$ cat config.mk
export PLATFORM = sky130hd
export DESIGN_NAME = stage_if
export DESIGN_NICKNAME = d
export VERILOG_FILES = /design/src/rtl/stage_if.sv
export SDC_FILE = /design/constraint.sdc
export NUM_CORES = 1
export LEC_CHECK = 0
export CAP_MARGIN = 20
export CORE_MARGIN = 5
export CORE_UTILIZATION = 53
export DETAILED_ROUTE_END_ITERATION = 6
export GPL_TIMING_DRIVEN = 0
export PLACE_DENSITY = 0.81
export SYNTH_ARGS = -nofsm -noshare
export SYNTH_HDL_FRONTEND = slang
export SYNTH_SLANG_ARGS = --single-unit
$ cat constraint.sdc
create_clock -name clk -period 3.35 [get_ports clk]
set_input_delay 0.67 -clock clk [delete_from_list [all_inputs] [get_ports clk]]
set_output_delay 0.67 -clock clk [all_outputs]
set_load 0.1 [all_outputs]
$ cat src/rtl/stage_if.sv
// stage_if: instruction-fetch stage that owns the PC.
// Each 32-bit instruction is assembled from four little-endian byte reads
// through the memory controller's byte port. The stage presents pc/inst with a
// valid flag to the IF/ID register and accepts taken-branch redirects from decode.
// Optional build macro ICACHE_EN adds a direct-mapped icache with
// 2^ICACHE_IDX_W lines of one instruction each.
//
// state   | meaning
// S_FETCH | requesting bytes fetch_pc+cnt (or checking the icache for a hit)
// S_HOLD  | instruction presented on pc_o/inst_o, waiting for IF/ID to take it
module stage_if #(
  parameter logic [31:0] RESET_PC     = 32'h0,
  parameter int          ICACHE_IDX_W = 6
) (
  input  logic        clk,
  input  logic        rst,
  input  logic        rdy,
  input  logic        stall_i,
  input  logic        branch_enable_i,
  input  logic [31:0] branch_addr_i,
  output logic        mem_req_o,
  output logic [31:0] mem_addr_o,
  input  logic        mem_ack_i,
  input  logic [7:0]  mem_data_i,
  output logic [31:0] pc_o,
  output logic [31:0] inst_o,
  output logic        inst_valid_o
);

  typedef enum logic {S_FETCH = 1'b0, S_HOLD = 1'b1} state_t;

  state_t      state, state_n;
  logic [1:0]  cnt, cnt_n;
  logic [31:0] fetch_pc, fetch_pc_n;
  logic [23:0] part, part_n;
  logic [31:0] pc_n, inst_n, addr_n;
  logic        valid_n, req_n;
  logic        redirect, ack_ok, fill;
  logic [31:0] seq_pc;
  logic        hit_cur, hit_seq;
  logic [31:0] hit_data;

  // Decode only redirects once its operands are final (no stall pending).
  assign redirect = branch_enable_i && !stall_i;
  // An ack only counts while a request is actually outstanding.
  assign ack_ok   = (state == S_FETCH) && mem_req_o && mem_ack_i;
  assign seq_pc   = fetch_pc + 32'd4;

`ifdef ICACHE_EN
  localparam int LINES = 1 << ICACHE_IDX_W;
  localparam int TAG_W = 30 - ICACHE_IDX_W;

  logic [LINES-1:0]        line_valid;
  logic [TAG_W-1:0]        line_tag  [LINES];
  logic [31:0]             line_data [LINES];
  logic [ICACHE_IDX_W-1:0] idx_cur, idx_seq;

  assign idx_cur  = fetch_pc[ICACHE_IDX_W+1:2];
  assign idx_seq  = seq_pc[ICACHE_IDX_W+1:2];
  assign hit_cur  = line_valid[idx_cur] &&
                    (line_tag[idx_cur] == fetch_pc[31:ICACHE_IDX_W+2]);
  assign hit_seq  = line_valid[idx_seq] &&
                    (line_tag[idx_seq] == seq_pc[31:ICACHE_IDX_W+2]);
  assign hit_data = line_data[idx_cur];

  // Line valid bits; cleared on reset, set when a fill completes.
  always_ff @(posedge clk or negedge rst) begin
    if (!rst) begin
      line_valid <= '0;
    end else if (rdy && fill) begin
      line_valid[idx_cur] <= 1'b1;
    end
  end

  // Tag and data storage need no reset; they are qualified by line_valid.
  always_ff @(posedge clk) begin
    if (rdy && fill) begin
      line_tag[idx_cur]  <= fetch_pc[31:ICACHE_IDX_W+2];
      line_data[idx_cur] <= {mem_data_i, part};
    end
  end
`else
  // Keeps the index width parameter referenced in the cacheless build.
  logic [ICACHE_IDX_W-1:0] idx_unused;
  assign idx_unused = fetch_pc[ICACHE_IDX_W+1:2];
  assign hit_cur    = 1'b0;
  assign hit_seq    = 1'b0;
  assign hit_data   = 32'h0;
`endif

  // Next-state and next-output logic; a redirect outranks every other event.
  always_comb begin
    state_n    = state;
    cnt_n      = cnt;
    fetch_pc_n = fetch_pc;
    part_n     = part;
    pc_n       = pc_o;
    inst_n     = inst_o;
    valid_n    = inst_valid_o;
    req_n      = mem_req_o;
    addr_n     = mem_addr_o;
    fill       = 1'b0;
    if (redirect) begin
      // Request drops for one cycle; any ack this cycle and the partial word are lost.
      state_n    = S_FETCH;
      cnt_n      = 2'd0;
      fetch_pc_n = branch_addr_i;
      valid_n    = 1'b0;
      req_n      = 1'b0;
      addr_n     = branch_addr_i;
    end else begin
      case (state)
        S_FETCH: begin
          if (hit_cur && (cnt == 2'd0)) begin
            state_n = S_HOLD;
            pc_n    = fetch_pc;
            inst_n  = hit_data;
            valid_n = 1'b1;
            req_n   = 1'b0;
          end else if (ack_ok) begin
            if (cnt == 2'd3) begin
              state_n = S_HOLD;
              cnt_n   = 2'd0;
              pc_n    = fetch_pc;
              inst_n  = {mem_data_i, part};
              valid_n = 1'b1;
              req_n   = 1'b0;
              fill    = 1'b1;
            end else begin
              case (cnt)
                2'd0:    part_n[7:0]   = mem_data_i;
                2'd1:    part_n[15:8]  = mem_data_i;
                default: part_n[23:16] = mem_data_i;
              endcase
              cnt_n  = cnt + 2'd1;
              req_n  = 1'b1;
              addr_n = fetch_pc + {30'd0, cnt_n};
            end
          end else begin
            req_n  = 1'b1;
            addr_n = fetch_pc + {30'd0, cnt};
          end
        end
        S_HOLD: begin
          if (!stall_i) begin
            state_n    = S_FETCH;
            cnt_n      = 2'd0;
            fetch_pc_n = seq_pc;
            valid_n    = 1'b0;
            req_n      = !hit_seq;
            addr_n     = seq_pc;
          end
        end
        default: state_n = S_FETCH;
      endcase
    end
  end

  // State register; frozen while rdy is low.
  always_ff @(posedge clk or negedge rst) begin
    if (!rst) begin
      state <= S_FETCH;
    end else if (rdy) begin
      state <= state_n;
    end
  end

  // Datapath and output registers; frozen while rdy is low.
  always_ff @(posedge clk or negedge rst) begin
    if (!rst) begin
      cnt          <= 2'd0;
      fetch_pc     <= RESET_PC;
      part         <= 24'h0;
      pc_o         <= 32'h0;
      inst_o       <= 32'h0;
      inst_valid_o <= 1'b0;
      mem_req_o    <= 1'b0;
      mem_addr_o   <= 32'h0;
    end else if (rdy) begin
      cnt          <= cnt_n;
      fetch_pc     <= fetch_pc_n;
      part         <= part_n;
      pc_o         <= pc_n;
      inst_o       <= inst_n;
      inst_valid_o <= valid_n;
      mem_req_o    <= req_n;
      mem_addr_o   <= addr_n;
    end
  end

endmodule

# After elaboration in Yosys (flattened, before gate mapping)
# Index checks and enable logic that the tools add are counted.
dict set report op_classes {
  add_sub_neg 4
  n_eq_ne 7
  muxes 27
  n_bitwise 4
  reduce_logical 16
}
# cell n
set ops {}
lappend ops {{$mux 32} 6}
lappend ops {{$add 32x2->32} 2}
lappend ops {{$pmux 32 s2} 1}
lappend ops {{$add 32x3->32 const B} 1}
lappend ops {{$reduce_and 6->1} 3}
lappend ops {{$mux 1} 12}
lappend ops {{$reduce_and 3->1} 3}
lappend ops {{$mux 2} 4}
lappend ops {{$ne 3x2->1 const B} 2}
lappend ops {{$pmux 1 s2} 3}
lappend ops {{$reduce_and 5->1} 1}
lappend ops {{$ne 4x4->1 const B} 1}
lappend ops {{$not 1->1} 4}
lappend ops {{$pmux 2 s2} 1}
lappend ops {{$reduce_and 4->1} 1}
lappend ops {{$logic_and 1x1->1} 3}
lappend ops {{$ne 3x3->1 const B} 1}
lappend ops {{$add 2x1->2 const B} 1}
lappend ops {{$eq 2x1->1 const B} 1}
lappend ops {{$eq 2x2->1 const B} 1}
lappend ops {{$logic_not 2->1} 1}
lappend ops {{$ne 2x1->1 const B} 1}
lappend ops {{$reduce_and 2->1} 1}
lappend ops {{$reduce_bool 2->1} 1}
lappend ops {{2 further kinds} 2}
dict set report word_totals {
  reg_bits 157
  inputBits 46
  out_inout_bits 98
  word_cells 69
}

# Logic depth before layout (Yosys ltp)
dict set report logic_depth {
  depth_word 6
  ltp_mapped 11
}

# Worst setup path before layout
# OpenSTA, ideal clock, no wires.
dict set report synth_timing {
  path_kind {register to register}
  startpoint {reg mem_req_o}
  endpoint {reg mem_addr_o[6]}
  setup_time_ns 0.120
  arrival_ns 2.993
  required_time_ns 3.230
  path_slack_ns 0.237
  path_stages_with_launch 12
  period_less_slack_ns 3.113
  path_cell_list {dfrtp_1 > and3b_1 > clkbuf_1 > xnor2_1 > ha_1 > fa_1 > or2_2 > clkbuf_1 > nand2_1 > xor2_1 > a211oi_1 > a21o_1}
}
dict set report synth_between {
  elab_chain_len 5
}
# item line
set synth_lines {}
lappend synth_lines {{from (decl)} 21} ;# output logic mem_req_o,
lappend synth_lines {{from (signal assigned)} 186} ;# mem_req_o <= req_n;
lappend synth_lines {{$logic_and 1x1->1 * (2 in series)} 46} ;# assign ack_ok = (state == S_FETCH) && mem_req_o && mem_ack_i;
lappend synth_lines {{$mux 32} 120} ;# end else if (ack_ok) begin
lappend synth_lines {{$pmux 32 s2} 112} ;# case (state)
lappend synth_lines {{$mux 32} 103} ;# if (redirect) begin
lappend synth_lines {{to (signal assigned)} 187} ;# mem_addr_o <= addr_n;
lappend synth_lines {{to (decl)} 22} ;# output logic [31:0] mem_addr_o,
# Mark *: on every way between the ends. The rest lies on a longest branch, timed or not.
# A chain may end at the register's enable or synchronous reset.

# Worst setup path in the final report
dict set report layout_timing {
  startpoint {in mem_ack_i}
  endpoint {reg mem_addr_o[12]}
}
dict set report layout_between {
  elab_chain_len 4
}
# item line
set layout_lines {}
lappend layout_lines {{from (decl)} 23} ;# input logic mem_ack_i,
lappend layout_lines {{$logic_and 1x1->1 *} 46}
lappend layout_lines {{$mux 32} 120}
lappend layout_lines {{$pmux 32 s2} 112}
lappend layout_lines {{$mux 32} 103}
# Marked as above.

==> impl_metrics.py <==
metrics = {
    "clock_network": {
        "cts_setup_buffers": 0,
        "clock_latency_ns": 0.44,
        "path_clk_slew_ns": 0.06,
        "clock-sinks": 157,
        "clk_path_buf_depth": 2,
        "numCtsBuffers": 17,
        "cts_root_buffer": "clkbuf_16",
        "htree_levels": 4,
        "cts_tree": "built",
        "hold_buffers": 0,
    },
    "routing": {
        "drt_iter0_drc": 756,
        "vias_per_cell": 6.27,
        "wirelength_um": 24000,
        "antenna_left": 0,
        "num_vias": 6667,
        "drc": 0,
        "wl_per_cell_um": 22.6,
        "drt_pass1_iterations": 7,
    },
    "floorplanning": {
        "die_area_mm2": 0.0169,
        "ios": 144,
        "rows": 43,
        "coreArea_mm2": 0.0140,
        "initial_core_util": 0.546,
        "die_x_um": 130,
        "die_h_um": 130,
    },
    "global_route": {
        "grt_usage": 0.293,
        "grt_first_pass_wirelength_um": 37600,
        "grt_start_max_net_pins": 101,
        "grt_pass1_vias": 6882,
        "antenna_found_initial": 0,
        "overflow": 0,
    },
    "synth": {
        "synthMostInstantiatedCell": "dfrtp_1",
        "syn_inst": 709,
        "ys_ff_latch": 157,
        "async_flop_share": 1.00,
        "synth-edff-count": 0,
        "netlist_top_cells_count": "dfrtp_1 (157), mux2_2 (88), nand2_1 (72), nor2_1 (54), a21oi_1 (37)",
        "synth_warnings": 0,
        "ys_seq_area_frac": 0.514,
        "yosysTopAreaCell": "dfrtp_1",
        "synth_top_area_share": 0.514,
        "ys_top_cells_by_area": "dfrtp_1 (51%), mux2_2 (13%), nand2_1 (3.5%)",
        "synth_area_mm2": 0.00764,
        "ys.flop_type": "dfrtp_1",
        "yosysUniqueCellTypes": 64,
        "synthesis.nets": 763,
        "avgSynthCellArea_um2": 10.8,
    },
    "worst_hold_path": {
        "hold_path.class": "input port to async pin",
    },
    "cells_and_area": {
        "final_layout_size_suffix_gt1_frac": 0.183,
        "design_area_mm2": 0.00995,
        "diodes": 0,
        "fin_cells": 1064,
        "area_growth_syn_to_layout_pct": 30.2,
        "nFillCells": 973,
        "nNetsFinal": 925,
    },
    "placed_design": {
        "port-buffer-count": 142,
        "dp_cells": 1033,
        "hpwl_um": 16900,
        "gp_congestion": 0.925,
        "place_area_mm2": 0.00932,
        "pre_cts_ws_ns": -0.436,
    },
    "timing": {
        "maxSlewViolCount": 0,
        "worst_pin_slew_ns": 1.01,
        "finalSetupTns_ns": 0,
        "timing.slew.headroom": 0.325,
        "setup_ws_ns": 0.144,
        "max_freq_ghz": 0.312,
        "rsz0062_at_grt": "no",
        "fin_skew_ns": 0.00734,
        "hold-worst-slack_ns": 0.190,
        "period_needed_ns": 3.21,
        "setup_viol": 0,
        "post-route-period-util": 0.957,
        "finalHoldViolCount": 0,
    },
    "worst_setup_path": {
        "cp_top_family": "simple AND/OR/NAND/NOR gates",
        "r2r_setup_slack_ns": 0.40,
        "critPathRequiredTime_ns": 3.65,
        "path_buf_inv": 2,
        "end_kind": "register",
        "cp_cell_sequence": "clkdlybuf4s50_1 > and3b_1 > clkbuf_1 > xnor2_1 > ha_1 > fa_1 > nor2_1 > nor2_1 > xnor2_1 > o211ai_1",
        "slowest_delay_ns": 0.62,
        "crit_path_start_kind": "input port",
        "arrival_ns": 3.51,
        "cp_max_fo": 5,
        "worstSetupPathType": "input port to register",
        "cpMaxStageDelayCell": "nor2_1",
    },
    "power": {
        "p_int_w": 0.00508,
        "p_per_area_mw_per_mm2": 1020,
        "p_leak_nw": 4.27,
        "p_switching_w": 0.00510,
        "peakVddDrop_mv": 0.702,
        "power_frac_seq": 0.291,
        "switching_share": 0.501,
        "pwr-share-clk": 0.201,
        "combPwrFrac": 0.509,
    },
    "job": {
        "drv_cap": 0,
    },
    "outcome": {
        "status": "finished clean",
    },
}
## worst paths after layout
kind | from | to | cells past startpoint
max in group asynchronous | rst | part[12]$_DFFE_PN0P_ | 2
max | mem_ack_i | mem_addr_o[12]$_DFFE_PN0P_ | 10
min reg2reg | mem_addr_o[15]$_DFFE_PN0P_ | mem_addr_o[15]$_DFFE_PN0P_ | 2
max reg2reg | state$_DFFE_PN0P_ | mem_addr_o[12]$_DFFE_PN0P_ | 9
min in group clk | mem_addr_o[15]$_DFFE_PN0P_ | mem_addr_o[15]$_DFFE_PN0P_ | 2
min | rst | pc_o[18]$_DFFE_PN0P_ | 1
## per-stage QoR
stage | util | power, W
2_1_floorplan | - | 0.00675
3_3_place_gp | 0.664 | 0.00800
3_5_place_dp | 0.666 | 0.00812
4_1_cts | 0.711 | 0.0102
5_1_grt | 0.711 | 0.0105
6_report | 0.711 | 0.0102
## per-layer routing
metal | global-route usage | share of wire | vias to the layer above
li1 | - | - | 2883
met1 | 0.399 | 0.40 | 3303
met2 | 0.439 | 0.46 | 399
met3 | 0.0884 | 0.11 | 82
met4 | 0.123 | 0.035 | 0
met5 | 0 | 0 | -
## kinds of logic (layout without fill, tap and decap cells)
group | Yosys count | in the layout | synth area share
AND/OR/NAND/NOR | 222 | 222 | 0.148
buffers and inverters | 58 | 233 | 0.0347
XOR/XNOR | 30 | 30 | 0.0344
multiplexers | 91 | 91 | 0.134
AO/OA/AOI/OAI | 143 | 143 | 0.121
adder cells (fa/ha/maj) | 8 | 8 | 0.0141
flip-flops | 157 | 157 | 0.514
## cells in the final DEF (no fill, tap or decap), types with 3 or more instances in the layout
cell,Yosys,final
inv_1,3,3
a21oi_1,37,37
buf_1,4,4
o22ai_1,15,15
xnor2_1,11,11
clkdlybuf4s50_1,0,141
nor4_1,4,3
clkbuf_16,0,17
buf_2,15,16
a22oi_1,5,5
o22a_1,4,4
a2bb2oi_1,7,7
inv_6,0,5
nand2_1,72,72
nor2_1,54,54
and3_1,9,9
dfrtp_1,157,157
mux2i_1,3,3
clkinv_4,0,3
a221o_1,3,3
nor3_1,6,6
o211ai_1,8,8
o21ai_0,30,29
o221ai_1,4,4
xor2_1,19,19
a21o_1,4,4
mux2_2,88,88
bufinv_16,0,3
and2_1,8,8
or2_2,3,3
clkbuf_1,27,27
and4_1,5,5
buf_4,7,7
nand4_1,16,16
nand3_1,26,26
ha_1,7,7
a31oi_1,8,8
## final cells by class
cell class,count,area [µm²],area share
clock buffer,19,443,0.0445
inverter,3,11.3,0.00113
timing repair buffer,144,1460,0.146
buffer,54,250,0.0251
tap,180,225,0.0226
multi-input combinational,494,3460,0.348
clock inverter,13,179,0.0180
sequential,157,3930,0.395
## worst reg2reg max path, cell delays in order, from the launching register on
cell and delay, ns:
dfrtp_1 0.45, and3b_1 0.24, clkbuf_1 0.24, xnor2_1 0.16, ha_1 0.26, fa_1 0.39, nor2_1 0.62, nor2_1 0.15
xnor2_1 0.21, o211ai_1 0.10
## flip-flops by register name, indices dropped and copies added, names as in the netlist
| register | flops |
|---|---|
| fetch_pc | 32 |
| part | 24 |
| inst_o | 32 |
| state | 1 |
| cnt | 2 |
| mem_req_o | 1 |
| inst_valid_o | 1 |
| mem_addr_o | 32 |
| pc_o | 32 |
## power by group through the flow
stage | sequential, W | combinational (W) | clock (W)
final | 0.00296 | 0.00518 | 0.00205
after global routing | 0.00303 | 0.00537 | 0.00214
after CTS | 0.00296 | 0.00518 | 0.00206
after detailed placement | 0.00298 | 0.00514 | 0
after global placement | 0.00293 | 0.00506 | 0
after floorplan | 0.00559 | 0.00115 | 0
## what timing repair did
item | 4_1_cts | 5_1_grt
resized for setup | 1 | 2
pin swaps | 0 | 0
cloned | 0 | 0
endpoints found under the setup margin | 1 | 13
No activity file was read; power rests on OpenSTA's default activity.
